[config.mk]
export PLATFORM = sky130hd
export DESIGN_NAME = tone_square_gen
export DESIGN_NICKNAME = d
export VERILOG_FILES = /design/src/rtl/tone_square_gen.sv
export SDC_FILE = /design/constraint.sdc
export NUM_CORES = 1
export LEC_CHECK = 0
export ABC_AREA = 1
export CORE_MARGIN = 3
export CORE_UTILIZATION = 30
export DETAILED_ROUTE_END_ITERATION = 10
export PLACE_DENSITY_LB_ADDON = 0.08
export SLEW_MARGIN = 15
export SYNTH_ARGS = -nofsm -noshare
export SYNTH_HDL_FRONTEND = slang
export SYNTH_SLANG_ARGS = --single-unit
export TNS_END_PERCENT = 20
[constraint.sdc]
create_clock -name clk -period 4.4 [get_ports clk]
set_input_delay 1.32 -clock clk [delete_from_list [all_inputs] [get_ports clk]]
set_output_delay 1.32 -clock clk [all_outputs]
set_load 0.02 [all_outputs]
[src/rtl/tone_square_gen.sv]
// Gated square-wave tone generator: plays a latched half-period with glitch-free
// period changes, always ends a note on a falling edge, and gates the output by a 3-bit PWM volume.
module tone_square_gen #(
  parameter int PERIOD_W = 19,
  parameter int MIN_HALF = 2
) (
  input  logic                clk,
  input  logic                reset,
  input  logic [PERIOD_W-1:0] half_period,
  input  logic                note_on,
  input  logic [2:0]          volume,
  output logic                speaker,
  output logic                active,
  output logic [PERIOD_W-1:0] cur_half
);

  typedef enum logic [1:0] {IDLE, PLAY, RELEASE} state_e;

  state_e              state_q, state_d;
  logic                wave_q, wave_d;
  logic [PERIOD_W-1:0] cnt_q, cnt_d;
  logic [PERIOD_W-1:0] cur_half_q, cur_half_d;
  logic [2:0]          pwm_cnt_q;
  logic                speaker_q;

  logic                valid;
  logic                start;
  logic                expiry;
  logic                gate;
  logic [PERIOD_W-1:0] reload_half;

  // Half-periods below MIN_HALF are never latched, so cnt reloads can't underflow.
  assign valid       = (half_period >= PERIOD_W'(MIN_HALF));
  assign start       = note_on & valid;
  assign expiry      = (state_q != IDLE) && (cnt_q == '0);
  assign reload_half = valid ? half_period : cur_half_q;
  assign gate        = (volume == 3'd7) || (pwm_cnt_q < volume);

  // NOTE: every always_comb output gets a default first so no path leaves it
  // unassigned; a missing default would infer a latch.
  always_comb begin
    state_d    = state_q;
    wave_d     = wave_q;
    cnt_d      = cnt_q;
    cur_half_d = cur_half_q;

    unique case (state_q)
      IDLE: begin
        wave_d = 1'b0;
        cnt_d  = '0;
        if (start) begin
          state_d    = PLAY;
          wave_d     = 1'b1;
          cur_half_d = half_period;
          cnt_d      = half_period - PERIOD_W'(1);
        end
      end
      PLAY, RELEASE: begin
        if (expiry && (state_q == RELEASE) && !start && wave_q) begin
          // A releasing note finishes only after a complete high half.
          state_d = IDLE;
          wave_d  = 1'b0;
          cnt_d   = '0;
        end else if (expiry) begin
          state_d    = start ? PLAY : RELEASE;
          wave_d     = ~wave_q;
          cur_half_d = reload_half;
          cnt_d      = reload_half - PERIOD_W'(1);
        end else begin
          state_d = start ? PLAY : RELEASE;
          cnt_d   = cnt_q - PERIOD_W'(1);
        end
      end
      default: state_d = IDLE;
    endcase
  end

  // NOTE: sequential state uses non-blocking assignments so every register
  // samples the pre-edge values of the others, independent of statement order.
  always_ff @(posedge clk) begin
    if (reset) begin
      state_q    <= IDLE;
      wave_q     <= 1'b0;
      cnt_q      <= '0;
      cur_half_q <= '0;
      pwm_cnt_q  <= 3'd0;
      speaker_q  <= 1'b0;
    end else begin
      state_q    <= state_d;
      wave_q     <= wave_d;
      cnt_q      <= cnt_d;
      cur_half_q <= cur_half_d;
      pwm_cnt_q  <= pwm_cnt_q + 3'd1;
      speaker_q  <= wave_q & gate & (state_q != IDLE);
    end
  end

  assign active   = (state_q != IDLE);
  assign speaker  = speaker_q;
  assign cur_half = cur_half_q;

endmodule

## Word level (Yosys, flattened, before mapping)

Index checks and enable logic that the tools add are counted.

- Add/subtract/negate cells: 4
- $lt $le $gt $ge: 2
- Eq/ne operators: 7
- Mux-type cells: 17
- Bitwise logic cells: 4
- Reduce and logical (&&, ||, !) cells: 13

Operator list:

| kind | count |
|---|---|
| 19-bit two-way mux | 7 |
| 19-bit case mux with 2 select lines | 2 |
| 19-bit by 1-bit subtractor with 19-bit output (second input constant) | 3 |
| 19-bit by 2-bit greater-or-equal comparator with 1-bit output (second input constant) | 1 |
| 19-bit zero test | 1 |
| 2-bit two-way mux | 3 |
| 2-bit inequality test (second input constant) | 3 |
| 1-bit logical AND | 4 |
| 2-bit case mux with 2 select lines | 1 |
| 4-bit AND reduction | 1 |
| 2-bit nonzero test | 2 |
| 3-bit by 1-bit adder with 3-bit output (second input constant) | 1 |
| 1-bit AND | 3 |
| 3-bit equality test (second input constant) | 1 |
| 3-bit less-than comparator | 1 |
| 1-bit two-way mux | 3 |
| 3-bit inequality test (second input constant) | 1 |
| 2-bit by 1-bit equality test with 1-bit output (second input constant) | 1 |
| 2-bit equality test (second input constant) | 1 |
| 2-bit zero test | 1 |
| 1-bit case mux with 2 select lines | 1 |
| 2-bit AND reduction | 1 |
| 2-bit OR reduction | 1 |
| 1-bit zero test | 1 |
| other kinds (2) | 2 |

- Flip-flop bits (word level): 45
- Word-level logic and storage cells: 53

## Logic depth before layout (Yosys ltp)

- Depth after elaboration: 7
- Mapped depth: 19
- Depth with buffers taken out: 18

## Worst setup path after synthesis

OpenSTA, ideal clock, no wires.

- Kind: in2reg
- From: input half_period[0]
- To: register cnt_q[16]
- Library setup time: 0.122 ns
- Arrival: 3.107 ns
- Data required time: 4.278 ns
- Slack: 1.171 ns
- Stages: 18
- Path buffers: 0
- Path through: inv_1 -> ha_1 -> nand2_1 -> nor2_2 -> nand3_4 -> nand2_2 -> nand2_1 -> nand3_1 -> nand2_2 -> inv_1 -> ha_1 -> inv_1 -> nor2_1 -> nand2_2 -> nor2_1 -> nand3_1 -> nand3_1 -> a21oi_2

- Longest elaborated chain between the ends: 7

Ends and longest elaborated chain:

| what | RTL line | source |
|---|---|---|
| start, declared | 9 | `input logic [PERIOD_W-1:0] half_period,` |
| parallel branches: the longest is 6 deep, another holds 19-bit by 2-bit greater-or-equal comparator with 1-bit output | -- |  |
| 19-bit case mux with 2 select lines (*) | 47 | `unique case (state_q)` |
| end signal, assigned | 91 | `cnt_q <= cnt_d;` |
| end, declared | 21 | `logic [PERIOD_W-1:0] cnt_q, cnt_d;` |

Mark *: on every way between the ends.
A chain may end at the register's enable or synchronous reset.

## Final worst setup path

Same ends and word-level chain as after synthesis.

==> impl_metrics.csv <==
group,metric,value,unit
run_status,status,"finished clean",
worst_setup_path,regToRegSetupSlack,1.41,ns
timing,min_period,3.74,ns
worst_setup_path,reg2regPathDepth,17,
worst_setup_path,crit_type,"in2reg",
cells_and_area,utilization,37.6,%
cells_and_area,final_common_cell,"nand2_1",
synth,synth_top_area_share,25.0,%
die,dieHeight,116,um
power,power_switching_share,39.3,%
die,die_x,116,um
cells_and_area,final_cell_mix,"71 x nand2_1, 60 x nor2_1, 55 x inv_1, 55 x nand3_1",
power,power_frac_clock,26.4,%
cells_and_area,instances_no_fill,729,
timing,worst_pin_slew,0.884,ns
timing,maxSlewViolCount,0,
worst_setup_path,max_stage_delay,0.39,ns
worst_setup_path,reg2reg_to,"cnt_q[13]$_SDFFE_PP0P_",
synth,syn_nets,579,
worst_setup_path,crit_slowest_cell,"clkdlybuf4s50_1",
power,leakage,1.84,nW
clocking,path_clk_slew,0.07,ns
drt,drtPass1Iterations,5,
power,intPower,0.940,mW
cells_and_area,drive_gt1_share,17.4,%
power,p_sw,0.607,mW
placement,gp_congestion,0.888,
clocking,clock_latency,0.29,ns
power,combinationalPowerShare,41.1,%
clocking,cts-root-buf,"clkbuf_16",
clocking,tritoncts,"built",
die,start_util,31.2,%
timing,skew,0.00568,ns
synth,ys_types,37,
worst_setup_path,endpoint_kind,"register",
clocking,htree_levels,2,
clocking,cts.sinks,45,
timing,fmaxAchievable,267,MHz
worst_setup_path,worstPathArrival,3.93,ns
grt,antenna_found_initial,0,
drt,wirelength,11.8,mm
drt,vias_per_cell,5.07,
grt,grt_pass1_wl,18.9,mm
die,coreArea,11600,sq um
synth,synth.cell_area,3600,sq um
synth,synth.yosys.seq_area_share,25.0,%
drt,num_vias,3695,
placement,dp_hpwl,9.11,mm
timing,hold_viol_final,0,
clocking,cts_inserted_buffers,5,
grt,grt_overflow,0,
grt,grt_use_total,18.2,%
clocking,cts_buffer_depth,2,
grt,grt_max_degree,38,
clocking,cts-resized-gates,0,
cells_and_area,final_nets,619,
worst_setup_path,worst-path-max-fanout,10,
power,max-vdd-ir-drop,0.169,mV
synth,synth_warnings,0,
power,total_power,1.55,mW
die,num_rows,39,
timing,rsz0062_at_grt,"no",
cells_and_area,area_growth,20.6,%
worst_setup_path,crit_start,"half_period[0]",
worst_setup_path,start_kind,"input port",
synth,yosysTopAreaCell,"dfxtp_1",
worst_setup_path,required,4.58,ns
clocking,cts_hold_buf,0,
drt,ant_nets,0,
die,die_area,13400,sq um
timing,maxSlewHeadroom,41.0,%
timing,finalCritPeriodShare,85.1,%
timing,setup_tns,0,ns
min_path,hold_class,"reg2reg",
synth,ys_ff_latch,45,
worst_setup_path,critPathCapture,"cnt_q[16]$_SDFFE_PP0P_",
timing,finalSetupViolations,0,
synth,avgSynthCellArea,6.61,sq um
timing,whs,0.445,ns
synth,netlist_instances,545,
power,seq_power_share,32.5,%
clocking,post_cts_buffers,0,
placement,place_inst,721,
drt,drt-initial-drc-count,213,
drt,avgRoutedWirePerCell,16.2,um
cells_and_area,diodes,0,
drt,post-route-drc-count,0,
worst_setup_path,timing.rr.start,"state_q[0]$_SDFFE_PP0P_",
grt,grt_pass1_vias,3529,
placement,numPortBuffers,45,
job,drv_cap,0,
synth,synth.area.top_cells,"dfxtp_1 25%, nand3_1 7.6%, nand2_1 7.4%, nor2_1 6.2%, inv_1 5.7%",
worst_setup_path,crit_chain,"clkdlybuf4s50_1, inv_1, ha_1, nand2_1, nor2_2, nand3_4, nand2_2, nand2_1, nand3_1, nand2_2, inv_1, ha_1, inv_1, nor2_1, nand2_2, nor2_1, nand3_1, nand3_1, a21oi_2",
die,pin_count,46,
power,power.density,356,nW/um^2
cell type report:
type                            count  area [sq um]
Clock buffer                        7           153
Clock inverter                      1          5.00
Fill cell                        1236          7220
Inverter                           59           221
Multi-Input combinational cell    419          2360
Sequential cell                    45           901
Tap cell                          143           179
Timing Repair Buffer               55           526
how the worst min path moves through the flow:
stage                                  from  depth (start not counted)                      end
floorplan           pwm_cnt_q[0]$_SDFF_PP0_                          1  pwm_cnt_q[0]$_SDFF_PP0_
global placement    pwm_cnt_q[0]$_SDFF_PP0_                          1  pwm_cnt_q[0]$_SDFF_PP0_
detailed placement  pwm_cnt_q[0]$_SDFF_PP0_                          1  pwm_cnt_q[0]$_SDFF_PP0_
CTS                 pwm_cnt_q[0]$_SDFF_PP0_                          1  pwm_cnt_q[0]$_SDFF_PP0_
global route        pwm_cnt_q[0]$_SDFF_PP0_                          1  pwm_cnt_q[0]$_SDFF_PP0_
finish              pwm_cnt_q[0]$_SDFF_PP0_                          1  pwm_cnt_q[0]$_SDFF_PP0_
cells by family after synthesis:
kind of cell | share of synthesized area (%)
AO/OA/AOI/OAI | 18.3
XOR/XNOR | 3.64
flip-flops | 25.0
adder cells (fa/ha/maj) | 3.12
buffers and inverters | 9.48
AND/OR/NAND/NOR | 40.5
state kept, by name, indices dropped and copies added (netlist names):
| register | count |
|---|---|
| cur_half | 19 |
| cnt_q | 19 |
| state_q | 2 |
| wave_q | 1 |
| pwm_cnt_q | 3 |
| speaker | 1 |
stage by stage:
step                area [sq um]  worst slack [ns]
finish                      4350             0.657
detailed placement          4190             0.309
CTS                         4350             0.621
floorplan                   3600              1.17
global route                4350             0.412
global placement            4190             0.388
power groups by stage:
stage	Combinational (mW)	Clock (mW)	Sequential [mW]
6_report	0.636	0.409	0.503
5_1_grt	0.710	0.436	0.511
4_1_cts	0.637	0.420	0.503
3_5_place_dp	0.634	0	0.511
3_3_place_gp	0.633	0	0.511
2_1_floorplan	0.423	0	0.527
cells in the mapped netlist, drive strengths merged:
library cell  number
nor2              79
dfxtp             45
o21ai             54
o211ai             1
ha                 9
a21oi             32
a31oi             27
xor2              13
nand2            100
clkbuf            12
or2               18
nand3             69
xnor2              2
inv               59
nand3b             2
nor3               2
nor4               2
a221oi             1
a32oi              2
o21a               2
buf               10
nand4              4
per-layer routing:
| metal | track usage (%) | part of all wire, % | vias up |
|---|---|---|---|
| met5 | 0 | 0 | - |
| met4 | 4.10 | 1.0 | 0 |
| met3 | 3.03 | 4.2 | 7 |
| met2 | 27.9 | 44 | 97 |
| met1 | 26.8 | 50 | 1695 |
| li1 | - | - | 1896 |
critical path, delay by kind of cell:
family	cells	cell delay (ns)
and+or+nand+nor	12	1.47
buffers and inverters	4	0.72
AOI/OAI and AO/OA	1	0.05
adders and majority gates	2	0.35
No activity file was read; power rests on OpenSTA's default activity.
